===== config.mk =====
export PLATFORM = sky130hd
export DESIGN_NAME = alu_ctrl_sequencer
export DESIGN_NICKNAME = d
export VERILOG_FILES = /design/src/rtl/ctrl_pkg.sv /design/src/rtl/instr_decode.sv /design/src/rtl/alu_ctrl_sequencer.sv
export SDC_FILE = /design/constraint.sdc
export NUM_CORES = 1
export LEC_CHECK = 0
export CORE_ASPECT_RATIO = 0.8
export CORE_UTILIZATION = 36
export CTS_CLUSTER_DIAMETER = 120
export DETAILED_ROUTE_END_ITERATION = 10
export PLACE_DENSITY = 0.77
export SYNTH_ARGS = -nofsm -noshare
export SYNTH_HDL_FRONTEND = slang
export SYNTH_HIERARCHICAL = 1
export SYNTH_SLANG_ARGS = --single-unit

===== constraint.sdc =====
create_clock -name w_clock -period 1.8 [get_ports w_clock]
set_clock_uncertainty 0.05 [all_clocks]
set_input_delay 0.36 -clock w_clock [delete_from_list [all_inputs] [get_ports w_clock]]
set_output_delay 0.36 -clock w_clock [all_outputs]
set_load 0.01 [all_outputs]

===== src/rtl/ctrl_pkg.sv =====
// Shared opcode, instruction-class and sequencer-state encodings for the
// ALU control sequencer.
package ctrl_pkg;

    localparam logic [4:0] OP_ADD  = 5'd0;
    localparam logic [4:0] OP_SUB  = 5'd1;
    localparam logic [4:0] OP_AND  = 5'd2;
    localparam logic [4:0] OP_OR   = 5'd3;
    localparam logic [4:0] OP_NOT  = 5'd4;
    localparam logic [4:0] OP_MUL  = 5'd5;
    localparam logic [4:0] OP_DIV  = 5'd6;
    localparam logic [4:0] OP_ROL  = 5'd7;
    localparam logic [4:0] OP_ROR  = 5'd8;
    localparam logic [4:0] OP_SHR  = 5'd9;
    localparam logic [4:0] OP_SHRA = 5'd10;
    localparam logic [4:0] OP_SHL  = 5'd11;
    localparam logic [4:0] OP_NEG  = 5'd12;

    typedef enum logic [1:0] {
        CLS_BINARY  = 2'd0,
        CLS_UNARY   = 2'd1,
        CLS_MULDIV  = 2'd2,
        CLS_ILLEGAL = 2'd3
    } op_class_e;

    localparam logic [3:0] ST_IDLE = 4'd0;
    localparam logic [3:0] ST_T0   = 4'd1;
    localparam logic [3:0] ST_T1   = 4'd2;
    localparam logic [3:0] ST_T2   = 4'd3;
    localparam logic [3:0] ST_T3   = 4'd4;
    localparam logic [3:0] ST_T4   = 4'd5;
    localparam logic [3:0] ST_T5   = 4'd6;
    localparam logic [3:0] ST_T6   = 4'd7;
    localparam logic [3:0] ST_DONE = 4'd8;

endpackage


===== src/rtl/instr_decode.sv =====
// Combinational opcode classifier: every opcode outside the defined set is
// reported as illegal.
module instr_decode
    import ctrl_pkg::*;
(
    input  logic [4:0] opcode_i,
    output op_class_e  class_o
);

    always_comb begin
        class_o = CLS_ILLEGAL;
        case (opcode_i)
            OP_ADD, OP_SUB, OP_AND, OP_OR,
            OP_ROL, OP_ROR, OP_SHR, OP_SHRA, OP_SHL: class_o = CLS_BINARY;
            OP_NOT, OP_NEG:                          class_o = CLS_UNARY;
            OP_MUL, OP_DIV:                          class_o = CLS_MULDIV;
            default:                                 class_o = CLS_ILLEGAL;
        endcase
    end

endmodule


===== src/rtl/alu_ctrl_sequencer.sv =====
// Moore control sequencer for a single-bus datapath: fetch (T0-T2), then a
// class-dependent execute sequence (T3-T6), finishing with a one-cycle DONE.
module alu_ctrl_sequencer
    import ctrl_pkg::*;
#(
    parameter int NREGS     = 16,
    parameter int IRW       = 32,
    parameter int CONT_MODE = 0
) (
    input  logic             w_clock,
    input  logic             w_clear,
    input  logic             start,
    input  logic             run,
    input  logic [IRW-1:0]   ir,
    input  logic             mem_ready,
    output logic             s_PC,
    output logic             s_Zlow,
    output logic             s_Zhigh,
    output logic             s_MDR,
    output logic             e_MAR,
    output logic             e_Z,
    output logic             e_PC,
    output logic             e_MDR,
    output logic             e_IR,
    output logic             e_Y,
    output logic             e_HI,
    output logic             e_LO,
    output logic             e_alu,
    output logic             w_IncPC,
    output logic             w_read,
    output logic [NREGS-1:0] s_R,
    output logic [NREGS-1:0] e_R,
    output logic [4:0]       alu_opcode,
    output logic             busy,
    output logic             done,
    output logic             illegal
);

    localparam int RW = $clog2(NREGS);

    logic [3:0]    state_q, state_d;
    logic          t1_first_q, t1_first_d;
    logic [4:0]    op_q;
    logic [RW-1:0] ra_q, rb_q, rc_q;
    op_class_e     cls_q;
    op_class_e     ir_cls;
    logic          unused_ir;

    assign unused_ir = ^ir;

    // The class of the incoming IR steers the T2 branch before it is latched.
    instr_decode u_decode (
        .opcode_i (ir[IRW-1 -: 5]),
        .class_o  (ir_cls)
    );

    function automatic logic [NREGS-1:0] reg_sel(input logic [RW-1:0] idx);
        reg_sel      = '0;
        reg_sel[idx] = 1'b1;
    endfunction

    always_comb begin
        state_d    = state_q;
        t1_first_d = 1'b0;
        case (state_q)
            ST_IDLE: if (start) state_d = ST_T0;
            ST_T0: begin
                state_d    = ST_T1;
                t1_first_d = 1'b1;
            end
            ST_T1: if (mem_ready) state_d = ST_T2;
            ST_T2: begin
                case (ir_cls)
                    CLS_BINARY, CLS_MULDIV: state_d = ST_T3;
                    CLS_UNARY:              state_d = ST_T4;
                    default:                state_d = ST_DONE;
                endcase
            end
            ST_T3:   state_d = ST_T4;
            ST_T4:   state_d = ST_T5;
            ST_T5:   state_d = (cls_q == CLS_MULDIV) ? ST_T6 : ST_DONE;
            ST_T6:   state_d = ST_DONE;
            ST_DONE: state_d = (CONT_MODE != 0 && run) ? ST_T0 : ST_IDLE;
            default: state_d = ST_IDLE;
        endcase
    end

    always_ff @(posedge w_clock) begin
        if (!w_clear) begin
            state_q    <= ST_IDLE;
            t1_first_q <= 1'b0;
            op_q       <= '0;
            ra_q       <= '0;
            rb_q       <= '0;
            rc_q       <= '0;
            cls_q      <= CLS_BINARY;
        end else begin
            state_q    <= state_d;
            t1_first_q <= t1_first_d;
            if (state_q == ST_T2) begin
                op_q  <= ir[IRW-1 -: 5];
                ra_q  <= ir[IRW-6 -: RW];
                rb_q  <= ir[IRW-6-RW -: RW];
                rc_q  <= ir[IRW-6-2*RW -: RW];
                cls_q <= ir_cls;
            end
        end
    end

    always_comb begin
        s_PC       = 1'b0;
        s_Zlow     = 1'b0;
        s_Zhigh    = 1'b0;
        s_MDR      = 1'b0;
        e_MAR      = 1'b0;
        e_Z        = 1'b0;
        e_PC       = 1'b0;
        e_MDR      = 1'b0;
        e_IR       = 1'b0;
        e_Y        = 1'b0;
        e_HI       = 1'b0;
        e_LO       = 1'b0;
        e_alu      = 1'b0;
        w_IncPC    = 1'b0;
        w_read     = 1'b0;
        s_R        = '0;
        e_R        = '0;
        alu_opcode = '0;
        done       = 1'b0;
        illegal    = 1'b0;
        busy       = (state_q != ST_IDLE);
        case (state_q)
            ST_T0: begin
                s_PC    = 1'b1;
                e_MAR   = 1'b1;
                w_IncPC = 1'b1;
                e_Z     = 1'b1;
            end
            ST_T1: begin
                w_read = 1'b1;
                e_MDR  = 1'b1;
                // PC update from Z happens once, not on every wait cycle.
                if (t1_first_q) begin
                    s_Zlow = 1'b1;
                    e_PC   = 1'b1;
                end
            end
            ST_T2: begin
                s_MDR = 1'b1;
                e_IR  = 1'b1;
            end
            ST_T3: begin
                s_R = reg_sel((cls_q == CLS_MULDIV) ? ra_q : rb_q);
                e_Y = 1'b1;
            end
            ST_T4: begin
                s_R        = reg_sel((cls_q == CLS_BINARY) ? rc_q : rb_q);
                e_alu      = 1'b1;
                e_Z        = 1'b1;
                alu_opcode = op_q;
            end
            ST_T5: begin
                s_Zlow = 1'b1;
                e_LO   = 1'b1;
                if (cls_q != CLS_MULDIV) e_R = reg_sel(ra_q);
            end
            ST_T6: begin
                s_Zhigh = 1'b1;
                e_HI    = 1'b1;
            end
            ST_DONE: begin
                done    = 1'b1;
                illegal = (cls_q == CLS_ILLEGAL);
            end
            default: ;
        endcase
    end

endmodule


==> results.sh, run 1 <==
export IMPL_vias_per_cell=5.843
export IMPL_path_clk_slew_ns=0.10
export IMPL_antenna_left=0
export IMPL_clock_sinks=24
export IMPL_finalHoldViolCount=0
export IMPL_coreArea_mm2=0.004679
export IMPL_outcome="finished with violations"
export IMPL_violations="setup timing"
export IMPL_setup_tns_final_ns=-11.70
export IMPL_yosys_area_top_type="dfxtp_1"
export IMPL_post_route_period_util_pct=123.5
export IMPL_io_buffer_count=75
export IMPL_track_usage_pct=31.78
export IMPL_fmax_mhz=449.8
export IMPL_total_leakage_power_nw=1.570
export IMPL_crit_fanout=6
export IMPL_syn_area_mm2=0.001790
export IMPL_cts_root_buf="clkbuf_8"
export IMPL_max_cap_violations=0
export IMPL_numCtsBuffers=3
export IMPL_fp_dieW_um=80.85
export IMPL_synthTopCellsByArea="dfxtp_1, nand2_1, nor2_1"
export IMPL_syn_nets=299
export IMPL_top_layer="met4"
export IMPL_final_area_mm2=0.003585
export IMPL_dp_slack_ns=-0.5056
export IMPL_ys_ff_latch=24
export IMPL_avgSynthCellArea_um2=6.860
export IMPL_htree_levels=1
export IMPL_postPlaceCellArea_mm2=0.002903
export IMPL_hpwl_mm=4.445
export IMPL_start_kind="register"
export IMPL_r2r_end="state_q[3]"
export IMPL_crit_required_ns=1.39
export IMPL_slowest_delay_ns=0.39
export IMPL_setup_slack_ns=-0.4233
export IMPL_cp_slowest_cell="dfxtp_4"
export IMPL_setup_viol=41
export IMPL_r2r_cells=7
export IMPL_crit_arrival_ns=1.81
export IMPL_synth_edf_count=0
export IMPL_antenna_found_initial=0
export IMPL_grt_max_degree=21
export IMPL_endpoint_kind="output pin"
export IMPL_tightest_slew_ns=0.3907
export IMPL_die_area_mm2=0.005261
export IMPL_cts_buffer_depth=2
export IMPL_drc=0
export IMPL_diodes=0
export IMPL_r2r_start="state_q[3]"
export IMPL_fin_crit_ns=2.223
export IMPL_area_growth_syn_to_layout_pct=100.2
export IMPL_netlist_area_leader_share_pct=26.83
export IMPL_die_y_um=65.08
export IMPL_cts_tree="built"
export IMPL_synth_common_cells="nand2_1, nor2_1, dfxtp_1"
export IMPL_netlist_instances=261
export IMPL_place_gp_congestion=0.8933
export IMPL_hp_class="in2reg"
export IMPL_ir_worst_vdd_v=0.0005151
export IMPL_yosys_warnings=6
export IMPL_grt_overflow_total=0
export IMPL_first_pass_iters=5
export IMPL_layout_cells_non_filler=472
export IMPL_wire_per_inst_um=19.89
export IMPL_drt_iter0_drc=255
export IMPL_drive_gt1_share_pct=55.58
export IMPL_hold_depth=3
export IMPL_final_util_pct=76.60
export IMPL_rsz0062_at_grt="yes"
export IMPL_r2r_setup_slack_ns=0.09
export IMPL_wl_met3_um=825
export IMPL_synth_ff_type="dfxtp_1"
export IMPL_routed_wl_mm=9.390
export IMPL_yosysSeqAreaShare_pct=26.83
export IMPL_insertion_delay_ns=0.28
export IMPL_hp_start="ir[27]"
export IMPL_slew_limit_headroom_pct=73.85
export IMPL_rows=22
export IMPL_hold_path_endpoint="op_q[0]"
export IMPL_synth_most_common_cell="nand2_1"
export IMPL_crit_chain="nor2_1, buf_6, mux2i_2, nand2_2, o22ai_2, buf_2"
export IMPL_first_global_vias=2568
export IMPL_slew_violations=0
export IMPL_wl_met2_mm=4.328
export IMPL_vias=2758
export IMPL_async_reset_ff_share_pct=0
export IMPL_crit_type="reg2out"
export IMPL_dp_cells=431
export IMPL_cts_hold_buf=0
export IMPL_finalNetCount=451
export IMPL_floorplan_initialDensity_pct=38.26
export IMPL_wl_met1_mm=3.654
export IMPL_powerDensity_mw_per_mm2=465.5
export IMPL_synth_cell_types=37
export IMPL_io_pins=92
export IMPL_grt_pass1_wl_mm=12.81
-- layer usage --
metal	vias to the layer above	GRT usage, %
li1	1173	-
met3	70	5.352
met4	0	13.17
met1	1294	38.89
met2	221	54.52
met5	-	0
-- kinds of logic (layout without fill, tap and decap cells) --
group / after synthesis / after routing / share of synthesized area (%)
AOI/OAI and AO/OA: 52 / 52 / 19.36
buffers and inverters: 27 / 178 / 8.735
adders and majority gates: 1 / 1 / 0.6987
muxes: 6 / 6 / 3.424
and+or+nand+nor: 151 / 151 / 40.95
DFF: 24 / 24 / 26.83
-- worst max-delay path, delay by kind of cell (launching register included) --
kind            cells  cell delay, ns
simple gates        2            0.34
mux                 1            0.27
compound gates      1            0.20
buf+inv             2            0.33
flops               1            0.39
-- metrics by stage --
stage	hold slack, ns	power [mW]
floorplan	0.3805	0.8431
global placement	0.3873	1.060
detailed placement	0.3961	1.071
CTS	0.4081	1.570
global route	0.2690	1.726
finish	0.2808	1.669
-- sequential cells by signal, indices dropped and copies added, names as in the netlist --
register,count
op_q,5
ra_q,4
rb_q,4
rc_q,4
state_q,4
cls_q,2
t1_first_q,1
-- cell type report --
| type | instances | area [µm²] |
|---|---|---|
| sequential | 24 | 500.5 |
| clock buffer | 4 | 55.05 |
| fill | 298 | 1095 |
| tap | 60 | 75.07 |
| inverter | 6 | 25.02 |
| timing repair buffer | 168 | 1366 |
| multi-input combinational | 210 | 1563 |
-- report_power, final --
| group | leakage [nW] | internal [mW] | total, mW | switching [mW] |
|---|---|---|---|---|
| Combinational | 1.34 | 0.350 | 0.683 | 0.333 |
| Sequential | 0.199 | 0.559 | 0.600 | 0.0409 |
| Clock | 0.0288 | 0.196 | 0.385 | 0.189 |
-- layout by cell type (no fill, tap or decap), drive strengths merged, types with 2 or more instances in the layout --
cell type      count
inv                6
o22ai             14
buf              140
nand3b             2
nor2b              4
and3               3
or2                2
a21boi            19
and2               7
clkdlybuf4s50     18
nor3              12
a21oi              4
mux2i              5
clkbuf            10
nand3              4
clkdlybuf4s15      4
o31a               2
nand2b            14
dfxtp             24
nand2             59
o21ai              7
a31oi              3
nor2              40
-- how the worst max path moves through the flow --
stage          depth (start not counted)  startpoint         end  slack [ns]
2_1_floorplan                          4    cls_q[0]      s_R[0]        0.06
3_3_place_gp                           9      ir[27]  state_q[0]       -0.47
3_5_place_dp                           5    cls_q[0]     s_R[13]       -0.51
4_1_cts                                5    cls_q[1]      s_R[4]       -0.35
5_1_grt                                6    cls_q[0]     s_R[12]       -0.44
6_report                               6    cls_q[0]     s_R[12]       -0.42
-- repair_timing --
item	in CTS	in global routing
cloned	0	1
pin swaps	24	19
buffers inserted	37	10
resized for setup	299	70
endpoints found under the setup margin	58	60
Power figures use the tool's default switching activity.
==> run 2, diff against run 1 <==
--- a/config.mk
+++ b/config.mk
@@ -9,7 +9,7 @@
 export CORE_UTILIZATION = 36
 export CTS_CLUSTER_DIAMETER = 120
 export DETAILED_ROUTE_END_ITERATION = 10
-export PLACE_DENSITY = 0.77
+export PLACE_DENSITY_LB_ADDON = 0.08
 export SYNTH_ARGS = -nofsm -noshare
 export SYNTH_HDL_FRONTEND = slang
 export SYNTH_HIERARCHICAL = 1
==> results.sh, run 2 (synthesis results as in run 1) <==
export IMPL_outcome="finished with violations"
export IMPL_violations="setup timing"
export IMPL_endpoint_kind="output pin"
export IMPL_cts_buffer_depth=2
export IMPL_critical_path_top_delay_family="simple AND/OR/NAND/NOR gates"
export IMPL_insertion_delay_ns=0.27
export IMPL_slew_limit_headroom_pct=78.05
export IMPL_fin_crit_ns=2.260
export IMPL_fp_dieW_um=80.85
export IMPL_cp_slowest_cell="dfxtp_4"
export IMPL_final_common_cell="buf_4"
export IMPL_path_clk_slew_ns=0.09
export IMPL_r2r_cells=8
export IMPL_slew_violations=0
export IMPL_drc=0
export IMPL_diodes=0
export IMPL_start_kind="register"
export IMPL_io_pins=92
export IMPL_largest_register_ffs=5
export IMPL_clock_sinks=24
export IMPL_die_y_um=65.08
export IMPL_crit_fanout=4
export IMPL_total_leakage_power_nw=1.646
export IMPL_power_internal_mw=1.153
export IMPL_finalHoldViolCount=0
export IMPL_first_global_vias=2338
export IMPL_top_register="op_q"
export IMPL_slowest_delay_ns=0.38
export IMPL_p_total_mw=1.716
export IMPL_vias_per_cell=5.590
export IMPL_antenna_left=0
export IMPL_timing_critical_path_depth=7
export IMPL_hp_class="in2reg"
export IMPL_crit_chain="nand2b_4, buf_6, nor3_4, buf_6, nand3_4, nor3_2, buf_2"
export IMPL_wire_per_inst_um=18.66
export IMPL_grt_max_degree=21
export IMPL_vias=2700
export IMPL_setup_viol=46
export IMPL_htree_levels=1
export IMPL_p_clk_share_pct=21.7
export IMPL_numCtsBuffers=3
export IMPL_die_area_mm2=0.005261
export IMPL_tightest_slew_ns=0.3282
export IMPL_crit_type="reg2out"
export IMPL_crit_buf_inv=3
export IMPL_routed_wl_mm=9.013
export IMPL_rsz0062_at_grt="yes"
export IMPL_final_cell_mix="buf_4, nand2_1, buf_6, buf_2"
export IMPL_area_growth_syn_to_layout_pct=111.0
export IMPL_place_gp_congestion=0.8378
export IMPL_antenna_found_initial=0
export IMPL_p_comb_share_pct=43.5
export IMPL_post_route_period_util_pct=125.6
export IMPL_setup_slack_ns=-0.4605
export IMPL_setup_tns_final_ns=-13.22
export IMPL_dp_cells=445
export IMPL_floorplan_initialDensity_pct=38.26
export IMPL_hold_depth=3
export IMPL_ir_worst_vdd_v=0.0004416
export IMPL_first_pass_iters=6
export IMPL_crit_top_cell="buf_6"
export IMPL_hpwl_mm=4.479
export IMPL_grt_overflow_total=0
export IMPL_max_cap_violations=0
export IMPL_drt_iter0_drc=216
export IMPL_io_buffer_count=75
export IMPL_crit_required_ns=1.39
export IMPL_finalNetCount=462
export IMPL_powerDensity_mw_per_mm2=454.1
export IMPL_fillers=301
export IMPL_cts_tree="built"
export IMPL_coreArea_mm2=0.004679
export IMPL_grt_pass1_wl_mm=11.64
export IMPL_fmax_mhz=442.4
export IMPL_seq_power_share_pct=34.8
export IMPL_sw_frac_of_total_pct=32.81
export IMPL_track_usage_pct=28.65
export IMPL_power_switching_uw=563.0
export IMPL_rows=22
export IMPL_drive_gt1_share_pct=59.81
export IMPL_crit_arrival_ns=1.85
export IMPL_cts_root_buf="clkbuf_8"
export IMPL_layout_cells_non_filler=483
==> run 2: stage by stage <==
step           util, %  area (µm²)  hold WS (ns)  setup WS, ns
2_1_floorplan        -        1790        0.3805       0.06002
3_3_place_gp     64.55        3020        0.3892       -0.4889
3_5_place_dp     64.55        3020        0.3931       -0.5072
4_1_cts          74.52        3487        0.4106       -0.3838
5_1_grt          80.75        3779        0.2840       -0.5187
6_report         80.75        3779        0.2714       -0.4605
==> run 2: repair_timing <==
action                     CTS  global route
setup endpoints to repair   58            57
hold buffers                 0             0
setup buffers               24            17
cloned                       1             0
pin swaps                   27            25
resized for setup          319            80
==> run 2: final timing paths <==
path / startpoint / to / slack, ns
max: state_q[0] / e_R[12] / -0.46
min: ir[28] / op_q[1] / 0.27
min reg2reg: op_q[4] / op_q[4] / 0.41
max reg2reg: state_q[1] / state_q[3] / 0.06
==> run 2: worst reg2reg max path: stages (launching register included) <==
cell,delay [ns]
dfxtp_4,0.37
buf_6,0.13
buf_8,0.13
and2b_1,0.17
buf_4,0.15
nand2_4,0.07
buf_4,0.24
nor2_1,0.09
o31a_1,0.24
==> run 2: area by class of cell <==
| cell class | count | area, µm² | area share [%] |
|---|---|---|---|
| well taps | 60 | 75.07 | 1.987 |
| flip-flops and latches | 24 | 500.5 | 13.25 |
| inverters | 6 | 27.53 | 0.7285 |
| clock buffers | 4 | 55.05 | 1.457 |
| repair buffers | 179 | 1498 | 39.64 |
| multi-input cells | 210 | 1623 | 42.95 |
==> run 2: routing by layer <==
layer | vias up | share of wire [%] | track usage [%]
met4 | 0 | 2.7 | 8.259
met2 | 156 | 47 | 45.17
met3 | 30 | 7.0 | 4.648
met5 | - | 0 | 0
met1 | 1304 | 43 | 39.76
li1 | 1210 | - | -
==> run 2: power groups by stage <==
stage	Clock, mW	Sequential, mW	Combinational [mW]
finish	0.372	0.598	0.747
global route	0.401	0.600	0.784
CTS	0.377	0.594	0.614
detailed placement	0	0.600	0.495
global placement	0	0.597	0.489
floorplan	0	0.594	0.249
==> run 3, diff against run 2 <==
--- a/config.mk
+++ b/config.mk
@@ -6,6 +6,7 @@
 export NUM_CORES = 1
 export LEC_CHECK = 0
 export CORE_ASPECT_RATIO = 0.8
+export CORE_MARGIN = 4
 export CORE_UTILIZATION = 36
 export CTS_CLUSTER_DIAMETER = 120
 export DETAILED_ROUTE_END_ITERATION = 10
==> results.sh, run 3 (synthesis results as in run 1) <==
export IMPL_tightest_slew_ns=0.3373
export IMPL_r2r_cells=7
export IMPL_first_pass_iters=4
export IMPL_crit_buf_inv=1
export IMPL_drc=0
export IMPL_cts_buffer_depth=2
export IMPL_fmax_mhz=454.4
export IMPL_path_clk_slew_ns=0.08
export IMPL_finalNetCount=448
export IMPL_numCtsBuffers=3
export IMPL_hp_start="op_q[2]"
export IMPL_r2r_start="state_q[1]"
export IMPL_hp_class="reg2reg"
export IMPL_track_usage_pct=21.34
export IMPL_setup_slack_ns=-0.4009
export IMPL_wire_per_inst_um=16.66
export IMPL_routed_wl_mm=7.812
export IMPL_antenna_found_initial=0
export IMPL_die_y_um=71.08
export IMPL_p_total_mw=1.619
export IMPL_coreArea_mm2=0.004707
export IMPL_rows=22
export IMPL_slew_violations=0
export IMPL_diodes=0
export IMPL_cts_root_buf="clkbuf_8"
export IMPL_slew_limit_headroom_pct=77.33
export IMPL_cts_hold_buf=0
export IMPL_floorplan_initialDensity_pct=38.04
export IMPL_clock_sinks=24
export IMPL_area_growth_syn_to_layout_pct=105.5
export IMPL_vias_per_cell=5.271
export IMPL_hpwl_mm=4.561
export IMPL_setup_viol=41
export IMPL_fillers=312
export IMPL_layout_cells_non_filler=469
export IMPL_insertion_delay_ns=0.27
export IMPL_hold_depth=2
export IMPL_place_gp_congestion=0.8787
export IMPL_top_register="op_q"
export IMPL_violations="setup timing"
export IMPL_crit_required_ns=1.39
export IMPL_total_leakage_power_nw=1.585
export IMPL_grt_overflow_total=0
export IMPL_hold_path_endpoint="op_q[2]"
export IMPL_crit_fanout=6
export IMPL_post_route_period_util_pct=122.3
export IMPL_rsz0062_at_grt="yes"
export IMPL_endpoint_kind="output pin"
export IMPL_antenna_left=0
export IMPL_r2r_end="state_q[3]"
export IMPL_cts_tree="built"
export IMPL_max_cap_violations=0
export IMPL_drive_gt1_share_pct=57.46
export IMPL_final_util_pct=78.18
export IMPL_crit_chain="or4_4, o31a_1, nand2b_4, o22ai_1, buf_2"
export IMPL_grt_pass1_wl_mm=10.84
export IMPL_final_common_cell="buf_4"
export IMPL_largest_register_ffs=5
export IMPL_crit_type="reg2out"
export IMPL_io_buffer_count=75
export IMPL_dp_cells=431
export IMPL_critical_path_top_delay_family="simple AND/OR/NAND/NOR gates"
export IMPL_drt_iter0_drc=175
export IMPL_fin_crit_ns=2.201
export IMPL_htree_levels=1
export IMPL_slowest_delay_ns=0.54
export IMPL_finalHoldViolCount=0
export IMPL_powerDensity_mw_per_mm2=440.0
export IMPL_r2r_setup_slack_ns=0.16
export IMPL_final_cell_mix="buf_4, nand2_1, buf_6, buf_2, nor2_1"
export IMPL_crit_arrival_ns=1.79
export IMPL_grt_max_degree=21
export IMPL_die_area_mm2=0.006173
export IMPL_start_kind="register"
export IMPL_fp_dieW_um=86.85
export IMPL_outcome="finished with violations"
export IMPL_ir_worst_vdd_v=0.0003319
export IMPL_first_global_vias=2235
export IMPL_vias=2472
export IMPL_io_pins=92
export IMPL_cp_slowest_cell="or4_4"
run 3: changes by cell type in the layout (fill, tap and decap cells not counted), moves of 2 or more:
cell           change
o21ai_4            +2
nand2_4            +4
buf_4              -9
nor2_2             -3
nand2_2            -3
buf_6              -7
dlygate4sd2_1      +2
nor2_1             +4
run 3: what timing repair did:
item | CTS | global route
setup buffers | 26 | 13
resized for setup | 318 | 72
pin swaps | 29 | 12
cloned | 0 | 0
setup endpoints to repair | 58 | 56
run 3: worst max path at each step:
| stage | from | to | slack (ns) | depth (start not counted) |
|---|---|---|---|---|
| after floorplan | cls_q[0] | s_R[0] | 0.06 | 4 |
| after global placement | ir[27] | state_q[0] | -0.46 | 9 |
| after detailed placement | ir[27] | state_q[0] | -0.49 | 9 |
| after CTS | cls_q[1] | s_R[4] | -0.35 | 5 |
| after global routing | cls_q[1] | e_R[12] | -0.47 | 8 |
| final | cls_q[1] | s_R[8] | -0.40 | 5 |
run 3: report_power, final:
group	total (mW)	switching [mW]	internal, mW	leakage (nW)
clock	0.365	0.170	0.195	0.0288
sequential	0.595	0.0372	0.558	0.199
combinational	0.659	0.310	0.349	1.36
run 3: area by class of cell:
class / count / area (µm²) / share of cell area [%]
Multi-Input combinational cell: 210 / 1644 / 44.68
Timing Repair Buffer: 165 / 1375 / 37.37
Sequential cell: 24 / 503.0 / 13.67
Tap cell: 60 / 75.07 / 2.040
Clock buffer: 4 / 55.05 / 1.496
Inverter: 6 / 27.53 / 0.7480
run 3: worst register-to-register path: stages (launching register included):
cell     delay [ns]
dfxtp_4        0.37
buf_6          0.13
and2b_2        0.21
buf_6          0.13
nand2_4        0.08
buf_4          0.24
nor2_1         0.07
o31a_1         0.24
run 3: per-stage QoR:
stage | hold slack, ns | TNS (ns) | setup slack [ns] | cell area (µm²)
finish | 0.4074 | -11.42 | -0.4009 | 3680
CTS | 0.4080 | -8.644 | -0.3492 | 3381
floorplan | 0.3805 | 0 | 0.06002 | 1790
detailed placement | 0.3913 | -19.24 | -0.4883 | 2903
global route | 0.4249 | -13.65 | -0.4719 | 3680
global placement | 0.3886 | -18.44 | -0.4550 | 2903
run 3: per-layer routing:
metal	wire [µm]	track usage, %	vias up
met5	0	0	-
met4	125	3.979	0
met3	460	3.609	16
met2	3893	34.54	86
met1	3332	29.84	1198
li1	-	-	1172
